<file path="config.mk">
export PLATFORM = sky130hd
export DESIGN_NAME = slice_ctrl_flat
export DESIGN_NICKNAME = d
export VERILOG_FILES = /design/src/rtl/slice_ctrl_if.sv /design/src/rtl/slice_ctrl.sv /design/src/flat_wrapper.sv
export SDC_FILE = /design/constraint.sdc
export NUM_CORES = 1
export LEC_CHECK = 0
export BUFFER_PORTS_ARGS = -buffer_cell sky130_fd_sc_hd__buf_4
export CORE_AREA = 3 3 559 561
export CTS_CLUSTER_DIAMETER = 30
export DETAILED_ROUTE_END_ITERATION = 10
export DIE_AREA = 0 0 562 564
export GPL_TIMING_DRIVEN = 0
export RECOVER_POWER = 50
export SLEW_MARGIN = 10
export SYNTH_ARGS = -nofsm -noshare
export SYNTH_HDL_FRONTEND = slang
export SYNTH_SLANG_ARGS = --single-unit
</file>
<file path="constraint.sdc">
create_clock -name clk -period 2.5 [get_ports clk]
set_clock_uncertainty 0.2 [all_clocks]
set_input_delay 0.25 -clock clk [delete_from_list [all_inputs] [get_ports clk]]
set_output_delay 0.25 -clock clk [all_outputs]
set_load 0.05 [all_outputs]
</file>
<file path="src/rtl/slice_ctrl_if.sv">
// rtl/slice_ctrl_if.sv - request/capture/strobe bundle between frame source and slice_ctrl
interface slice_ctrl_if;
  logic         i_start;
  logic         i_stall;
  logic         i_code_rate;
  logic [319:0] i_encoder_data_frame;
  logic [383:0] i_decoder_data_frame;
  logic [319:0] o_encoder_data_frame;
  logic [383:0] o_decoder_data_frame;
  logic         o_code_rate;
  logic         o_rst_s;
  logic         o_en_s;
  logic         o_tx_valid;
  logic         o_rx_valid;
  logic         o_busy;
  logic         o_done;
  logic         o_overrun;

  modport master (
    output i_start, i_stall, i_code_rate, i_encoder_data_frame, i_decoder_data_frame,
    input  o_encoder_data_frame, o_decoder_data_frame, o_code_rate, o_rst_s, o_en_s,
           o_tx_valid, o_rx_valid, o_busy, o_done, o_overrun
  );

  modport slave (
    input  i_start, i_stall, i_code_rate, i_encoder_data_frame, i_decoder_data_frame,
    output o_encoder_data_frame, o_decoder_data_frame, o_code_rate, o_rst_s, o_en_s,
           o_tx_valid, o_rx_valid, o_busy, o_done, o_overrun
  );
endinterface

</file>
<file path="src/rtl/slice_ctrl.sv">
// rtl/slice_ctrl.sv - frame slicer sequencer: capture, one-frame load/enable run, valid strobes
module slice_ctrl (
  input  logic        clk,
  input  logic        rst,
  slice_ctrl_if.slave bus
);
  localparam logic [1:0] S_IDLE  = 2'd0;
  localparam logic [1:0] S_LOAD  = 2'd1;
  localparam logic [1:0] S_RUN   = 2'd2;
  localparam logic [1:0] S_DRAIN = 2'd3;

  localparam logic [7:0] LAST_BEAT = 8'd159;
  localparam logic [6:0] RX_SYMS   = 7'd64;

  logic [1:0]   state_q, state_d;
  logic [7:0]   tx_beat_q, tx_beat_d;
  logic [6:0]   rx_sym_q, rx_sym_d;
  logic         rx_toggle_q, rx_toggle_d;
  logic         tx_valid_q, tx_valid_d;
  logic         rx_valid_q, rx_valid_d;
  logic         overrun_q, overrun_d;
  logic         code_rate_q, code_rate_d;
  logic [319:0] enc_q, enc_d;
  logic [383:0] dec_q, dec_d;

  logic busy, en, rx_start;

  always_comb begin
    busy     = (state_q != S_IDLE);
    en       = (state_q == S_RUN) & ~bus.i_stall;
    // a new RX symbol begins on every other enabled cycle until 64 have started
    rx_start = en & ~rx_toggle_q & (rx_sym_q < RX_SYMS);

    state_d     = state_q;
    tx_beat_d   = tx_beat_q;
    rx_sym_d    = rx_sym_q;
    rx_toggle_d = rx_toggle_q;
    overrun_d   = overrun_q;
    code_rate_d = code_rate_q;
    enc_d       = enc_q;
    dec_d       = dec_q;
    tx_valid_d  = en;
    rx_valid_d  = rx_start;

    case (state_q)
      S_IDLE: begin
        if (bus.i_start) begin
          state_d     = S_LOAD;
          code_rate_d = bus.i_code_rate;
          enc_d       = bus.i_encoder_data_frame;
          dec_d       = bus.i_decoder_data_frame;
          tx_beat_d   = 8'd0;
          rx_sym_d    = 7'd0;
          rx_toggle_d = 1'b0;
          overrun_d   = 1'b0;
        end
      end
      S_LOAD: state_d = S_RUN;
      S_RUN: begin
        if (en) begin
          tx_beat_d   = tx_beat_q + 8'd1;
          rx_toggle_d = ~rx_toggle_q;
          if (rx_start) rx_sym_d = rx_sym_q + 7'd1;
          if (tx_beat_q == LAST_BEAT) state_d = S_DRAIN;
        end
      end
      S_DRAIN: state_d = S_IDLE;
      default: state_d = S_IDLE;
    endcase

    if (busy && bus.i_start) overrun_d = 1'b1;
  end

  always_ff @(posedge clk or negedge rst) begin
    if (!rst) begin
      state_q     <= S_IDLE;
      tx_beat_q   <= 8'd0;
      rx_sym_q    <= 7'd0;
      rx_toggle_q <= 1'b0;
      tx_valid_q  <= 1'b0;
      rx_valid_q  <= 1'b0;
      overrun_q   <= 1'b0;
      code_rate_q <= 1'b0;
      enc_q       <= '0;
      dec_q       <= '0;
    end else begin
      state_q     <= state_d;
      tx_beat_q   <= tx_beat_d;
      rx_sym_q    <= rx_sym_d;
      rx_toggle_q <= rx_toggle_d;
      tx_valid_q  <= tx_valid_d;
      rx_valid_q  <= rx_valid_d;
      overrun_q   <= overrun_d;
      code_rate_q <= code_rate_d;
      enc_q       <= enc_d;
      dec_q       <= dec_d;
    end
  end

  // slicer load is held low through LOAD so it presets from the already-latched rate
  assign bus.o_rst_s              = (state_q == S_RUN) | (state_q == S_DRAIN);
  assign bus.o_en_s               = en;
  assign bus.o_tx_valid           = tx_valid_q;
  assign bus.o_rx_valid           = rx_valid_q;
  assign bus.o_busy               = busy;
  assign bus.o_done               = (state_q == S_DRAIN);
  assign bus.o_overrun            = overrun_q;
  assign bus.o_code_rate          = code_rate_q;
  assign bus.o_encoder_data_frame = enc_q;
  assign bus.o_decoder_data_frame = dec_q;
endmodule

</file>
<file path="src/flat_wrapper.sv">
// flat-port wrapper written by rule: the top's interface ports become plain ports
module slice_ctrl_flat 
  (clk, rst, bus_i_start, bus_i_stall, bus_i_code_rate, bus_i_encoder_data_frame, bus_i_decoder_data_frame, bus_o_encoder_data_frame, bus_o_decoder_data_frame, bus_o_code_rate, bus_o_rst_s, bus_o_en_s, bus_o_tx_valid, bus_o_rx_valid, bus_o_busy, bus_o_done, bus_o_overrun);
  slice_ctrl_if bus_i ();
  input  logic clk;
  input  logic rst;
  input wire logic [$bits(bus_i.i_start)-1:0] bus_i_start;
  input wire logic [$bits(bus_i.i_stall)-1:0] bus_i_stall;
  input wire logic [$bits(bus_i.i_code_rate)-1:0] bus_i_code_rate;
  input wire logic [$bits(bus_i.i_encoder_data_frame)-1:0] bus_i_encoder_data_frame;
  input wire logic [$bits(bus_i.i_decoder_data_frame)-1:0] bus_i_decoder_data_frame;
  output wire logic [$bits(bus_i.o_encoder_data_frame)-1:0] bus_o_encoder_data_frame;
  output wire logic [$bits(bus_i.o_decoder_data_frame)-1:0] bus_o_decoder_data_frame;
  output wire logic [$bits(bus_i.o_code_rate)-1:0] bus_o_code_rate;
  output wire logic [$bits(bus_i.o_rst_s)-1:0] bus_o_rst_s;
  output wire logic [$bits(bus_i.o_en_s)-1:0] bus_o_en_s;
  output wire logic [$bits(bus_i.o_tx_valid)-1:0] bus_o_tx_valid;
  output wire logic [$bits(bus_i.o_rx_valid)-1:0] bus_o_rx_valid;
  output wire logic [$bits(bus_i.o_busy)-1:0] bus_o_busy;
  output wire logic [$bits(bus_i.o_done)-1:0] bus_o_done;
  output wire logic [$bits(bus_i.o_overrun)-1:0] bus_o_overrun;
  assign bus_i.i_start = bus_i_start;
  assign bus_i.i_stall = bus_i_stall;
  assign bus_i.i_code_rate = bus_i_code_rate;
  assign bus_i.i_encoder_data_frame = bus_i_encoder_data_frame;
  assign bus_i.i_decoder_data_frame = bus_i_decoder_data_frame;
  assign bus_o_encoder_data_frame = bus_i.o_encoder_data_frame;
  assign bus_o_decoder_data_frame = bus_i.o_decoder_data_frame;
  assign bus_o_code_rate = bus_i.o_code_rate;
  assign bus_o_rst_s = bus_i.o_rst_s;
  assign bus_o_en_s = bus_i.o_en_s;
  assign bus_o_tx_valid = bus_i.o_tx_valid;
  assign bus_o_rx_valid = bus_i.o_rx_valid;
  assign bus_o_busy = bus_i.o_busy;
  assign bus_o_done = bus_i.o_done;
  assign bus_o_overrun = bus_i.o_overrun;
  slice_ctrl u_core (.clk(clk), .rst(rst), .bus(bus_i));
endmodule
</file>
* After elaboration in Yosys (flattened, before gate mapping)
Index checks and enable logic that the tools add are counted.
** Storage, ports and cells
- Flip-flop bits (word level) :: 726
- Bits in latches :: 0
- Memory bits (writable) :: 0
- ROM bits :: 0
- Output and inout bits :: 712
- Memories :: 0
** Operators by class
- $add $sub $neg :: 2
- Multipliers :: 0
- Divide/modulo/power cells :: 0
- Order comparisons :: 1
- Equality and inequality tests :: 8
- Shift operators :: 0
- Muxes and demuxes :: 16
- Bitwise gates (word level) :: 6
- Reduce and logical (&&, ||, !) cells :: 11
** Operators by type and width (number)
- 2-to-1 mux 7 bit :: 3
- 2-to-1 mux 8 bit :: 2
- one-hot mux 8 bit (2 select lines) :: 1
- one-hot mux 7 bit (2 select lines) :: 1
- adder 8 x 1 -> 8 bit, second input constant :: 1
- equality test 8 bit, second input constant :: 1
- one-hot mux 2 bit (4 select lines) :: 1
- nonzero test 2 bit :: 4
- adder 7 x 1 -> 7 bit, second input constant :: 1
- < comparator 7 bit, second input constant :: 1
- 2-to-1 mux 2 bit :: 3
- AND reduction 3 bit :: 2
- equality test 2 bit, second input constant :: 2
- 2-to-1 mux 1 bit :: 4
- != test 2 x 1 -> 1 bit, second input constant :: 2
- != test 2 bit, second input constant :: 2
- AND reduction 2 bit :: 2
- AND reduction 4 bit :: 1
- AND 1 bit :: 3
- equality test 2 x 1 -> 1 bit, second input constant :: 1
- zero test 2 bit :: 1
- inverter 1 bit :: 2
- one-hot mux 1 bit (2 select lines) :: 1
- logical AND 1 bit :: 1
- OR 1 bit :: 1

* Logic depth before layout (Yosys ltp)
- Depth in word-level cells :: 7
- Depth in mapped cells :: 9
- Mapped depth without buffers :: 6

* Least setup slack after synthesis
Ideal clock, no wire load.
- Path type :: register to output
- Start point :: register u_core.state_q[0]
- End point :: output port bus_o_en_s
- Data arrival time :: 2.025 ns
- Required time :: 2.050 ns
- Path slack :: 0.025 ns
- Stages on the path, launching flop included :: 7
- Buffers on the path :: 3
- Path through :: dfrtp_1 inv_1 ha_1 buf_2 clkbuf_1 buf_2 nor2b_1
** On the way
- Word-level cells in the longest chain between the ends :: 2
** RTL lines
- from (decl) :: RTL line slice_ctrl.sv:15 : logic [1:0] state_q, state_d;
- from (signal assigned) :: RTL line slice_ctrl.sv:87 : state_q <= state_d;
- equality test 2 bit :: RTL line slice_ctrl.sv:30 : en = (state_q == S_RUN) & ~bus.i_stall;
- AND 1 bit :: RTL line slice_ctrl.sv:30
- to (decl) :: RTL line flat_wrapper.sv:16 : output wire logic [$bits(bus_i.o_en_s)-1:0] bus_o_en_s;
Every way passes these cells.

* Final worst setup path
- Start point :: register u_core.state_q[0]
- End point :: output port bus_o_rst_s
** On the way
- Word-level cells in the longest chain between the ends :: 2
** RTL lines
- equality test 2 bit :: RTL line slice_ctrl.sv:101 : assign bus.o_rst_s = (state_q == S_RUN) | (state_q == S_DRAIN);
- OR 1 bit (*) :: RTL line slice_ctrl.sv:101
- to (decl) :: RTL line flat_wrapper.sv:15 : output wire logic [$bits(bus_i.o_rst_s)-1:0] bus_o_rst_s;
Every way passes the cells marked *; elsewhere a longest branch is shown, timed or not.

==> metrics.cfg <==
[outcome]
status = finished with violations
violations = hold timing

[power]
power_density_mw_per_mm2 = 1610
leakage_nw = 28.1
power.switching_w = 0.0485
power_frac_comb = 0.507
clkPwrFrac = 0.280
switching_share = 0.474
p_int_w = 0.0539
ir_drop_mv = 1.22
sequentialPowerShare = 0.213

[worst_setup_path]
crit_type = flop to primary output
crit_family = flip-flops
r2r_slack_ns = 0.15
critical_path.max_fanout = 2
max_stage_delay_ns = 0.39
end_kind = primary output
arrival_ns = 1.96
path_cells = buf_4 > ha_1 > or2_4 > buf_12
path_buf_inv = 2
start_kind = flop
cp_slowest_cell = dfrtp_1
cp.required_ns = 2.05

[grt]
globalRouteOverflowTotal = 0
grt_pass1_wl_mm = 296
track_usage = 0.140
antenna_found_initial = 145
grt_max_degree = 108
first_global_vias = 30630

[timing]
rsz0062_at_grt = yes
setup_viol = 0
fin_crit_sh = 0.964
clock.fmax_mhz = 415
worstMarginPinSlew_ns = 0.748
hold_viol = 11
min_period_ns = 2.41
slew_headroom = 0.502
fin_hold_ws_ns = -0.0452
slew_violations = 0
fin_ws_ns = 0.0899

[routing]
drc = 0
first_pass_iters = 5
vias = 27636
wire_per_inst_um = 26.3
viasPerCell = 3.13
wl_mm = 232
drt_iter0_drc = 1354
ant_nets = 0

[synthesis]
synth_ff_type = dfrtp_1
synth_top_family_by_area = multiplexers
synth_edf_count = 0
ys_ff_latch = 726
synth_compound_area_frac = 0.00481
ys_async_sr_fraction = 1.00
syn_inst = 1621
syn_area_sq_mm = 0.0273
avgSynthCellArea_sq_um = 16.8
synthAdderAreaFrac = 0.00275
yosysWarnings = 0
syn_nets = 2336
synth-simple-area-share = 0.0137
synth-xor-area-share = 0.000962
muxShareOfSynthArea = 0.295
synthDistinctLibCells = 40
synth_seq_area_share = 0.665

[floorplanning]
start_util = 0.0886
io_pins = 1421
core_area_sq_mm = 0.308
die_w_um = 562
die_h_um = 564
die_area_sq_mm = 0.317
num_rows = 204

[final_layout]
multi_input_area_sq_mm = 0.00871
seq_area_sq_mm = 0.0182
layout.nets = 5197
fillCellCount = 32611
syn_to_final_growth_pct = 133
design_area_sq_mm = 0.0635
fin_util = 0.206
drive_gt1_frac = 0.555

[placed_design]
io_buffer_count = 1420
dp_slack_ns = -0.682
dp_hpwl_mm = 190
place_area_sq_mm = 0.0433
place_congestion = 0.990

[clock_tree]
htreeDepth = 4
cts.sinks = 726
clk_latency_ns = 0.82
root_buffer = clkbuf_16
tritoncts = built
clk_pin_slew_ns = 0.05
cts_buffers = 207
clock_path_buffers = 4

[min_path]
min_path_type = input port to async pin

[job]
max_cap_viol_count = 0

==> final cells by class <==
type,instances,area share
clock inverter,104,0.0278
timing repair buffer,2656,0.365
clock buffer,272,0.0914
sequential,726,0.286
multi-input combinational,807,0.137
buffer,81,0.00904
tap,4120,0.0812
antenna,53,0.00209
inverter,3,0.000236
==> power groups by stage <==
stage	clock network, W	registers [W]	logic [W]
CTS	0.0292	0.0216	0.0528
global route	0.0299	0.0224	0.0545
detailed placement	0	0.0217	0.0504
floorplan	0	0.0414	0.00836
global placement	0	0.0214	0.0502
finish	0.0287	0.0218	0.0519
==> per-layer routing <==
metal  share of wire  vias to the layer above  GRT usage
li1                -                    11632          -
met1            0.38                    13811      0.156
met2            0.43                     1679      0.214
met3            0.15                      468     0.0914
met4           0.037                       46     0.0470
met5          0.0021                        -    0.00446
==> worst register-to-register path, stage by stage (launching register included) <==
cell and delay (ns):
dfrtp_1 0.43, inv_1 0.12, ha_4 0.21, nand2_8 0.14, buf_4 0.15, buf_6 0.23, buf_2 0.38, mux2_2 0.37
==> path summary, 6_finish.rpt <==
check / from / end / depth (start not counted)
worst max-delay path: u_core.state_q[0] / bus_o_rst_s / 4
worst min-delay path: rst / u_core.bus.o_decoder_data_frame[54] / 3
worst max register to register: u_core.state_q[1] / u_core.bus.o_decoder_data_frame[51] / 7
worst min register to register: u_core.bus.o_decoder_data_frame[94] / u_core.bus.o_decoder_data_frame[94] / 1
max in group asynchronous: rst / u_core.bus.o_encoder_data_frame[186] / 6
min in group clk: bus_i_decoder_data_frame[311] / u_core.bus.o_decoder_data_frame[311] / 3
==> per-stage QoR <==
| stage | hold WS (ns) | power [W] | cells | setup TNS [ns] |
|---|---|---|---|---|
| finish | -0.0452 | 0.102 | 8822 | 0 |
| global route | -0.0840 | 0.107 | 8798 | -0.0442 |
| CTS | -0.297 | 0.104 | 8770 | -0.256 |
| detailed placement | 0.0567 | 0.0721 | 7168 | -250.79 |
| global placement | 0.270 | 0.0716 | 7161 | -5595.79 |
| floorplan | -0.246 | 0.0498 | 1621 | 0 |
==> repair_timing <==
| action | in CTS | in global routing |
|---|---|---|
| resized for setup | 69 | 2 |
| setup endpoints to repair | 711 | 50 |
| gates cloned | 1 | 0 |
| pin swaps | 1 | 1 |
| hold buffers | 1209 | 1 |
| hold endpoints to repair | 1046 | 68 |
| setup buffers | 17 | 1 |
==> cells by family (layout without fill, tap and decap cells) <==
logic type | count (synthesis) | count (layout)
xor+xnor | 3 | 3
flops | 726 | 726
other cells | 0 | 53
fa+ha+maj | 6 | 6
mux | 716 | 716
simple gates | 65 | 65
buf+inv | 88 | 3116
compound gates | 17 | 17
==> registers in the layout, summed over array words and instances, names as in the netlist <==
| signal | count |
|---|---|
| u_core.rx_sym_q | 7 |
| u_core.bus.o_decoder_data_frame | 384 |
| u_core.state_q | 2 |
| u_core.bus.o_tx_valid | 1 |
| u_core.tx_beat_q | 8 |
| u_core.bus.o_overrun | 1 |
| u_core.bus.o_code_rate | 1 |
| u_core.bus.o_encoder_data_frame | 320 |
| u_core.bus.o_rx_valid | 1 |
| u_core.rx_toggle_q | 1 |
==> Yosys cell counts, drive strengths merged (2+ instances only) <==
cell type  count  area share
inv            3     0.00041
buf           83       0.017
o21ai          5     0.00092
or2            6      0.0014
nand4          5      0.0011
ha             6      0.0027
xnor2          2     0.00064
nor2          11      0.0015
nor4b          2     0.00087
mux2         708        0.29
mux2i          8      0.0031
dfrtp        726        0.67
a22o           4      0.0013
nor2b          2     0.00046
o311ai         4      0.0013
nor3           4     0.00092
nand2         12      0.0017
nand2b         4     0.00092
clkbuf         2     0.00028
nand3          8      0.0015
and2           3     0.00069
and4           2     0.00064
==> cells in the final DEF (no fill, tap or decap), drive strengths merged, types with 2 or more instances in the layout <==
cell / n
buf: 1524
dlygate4sd3: 1209
dfrtp: 726
mux2: 708
clkbuf: 275
diode: 53
clkinv: 53
bufinv: 38
nand2: 12
clkinvlp: 11
nor2: 11
nand3: 8
mux2i: 8
or2: 6
ha: 6
nand4: 5
o21ai: 5
inv: 5
nand2b: 4
o311ai: 4
a22o: 4
nor3: 4
and2: 3
and4: 2
xnor2: 2
nor2b: 2
nor4b: 2
Note: power is estimated with default switching activity, not from simulation.
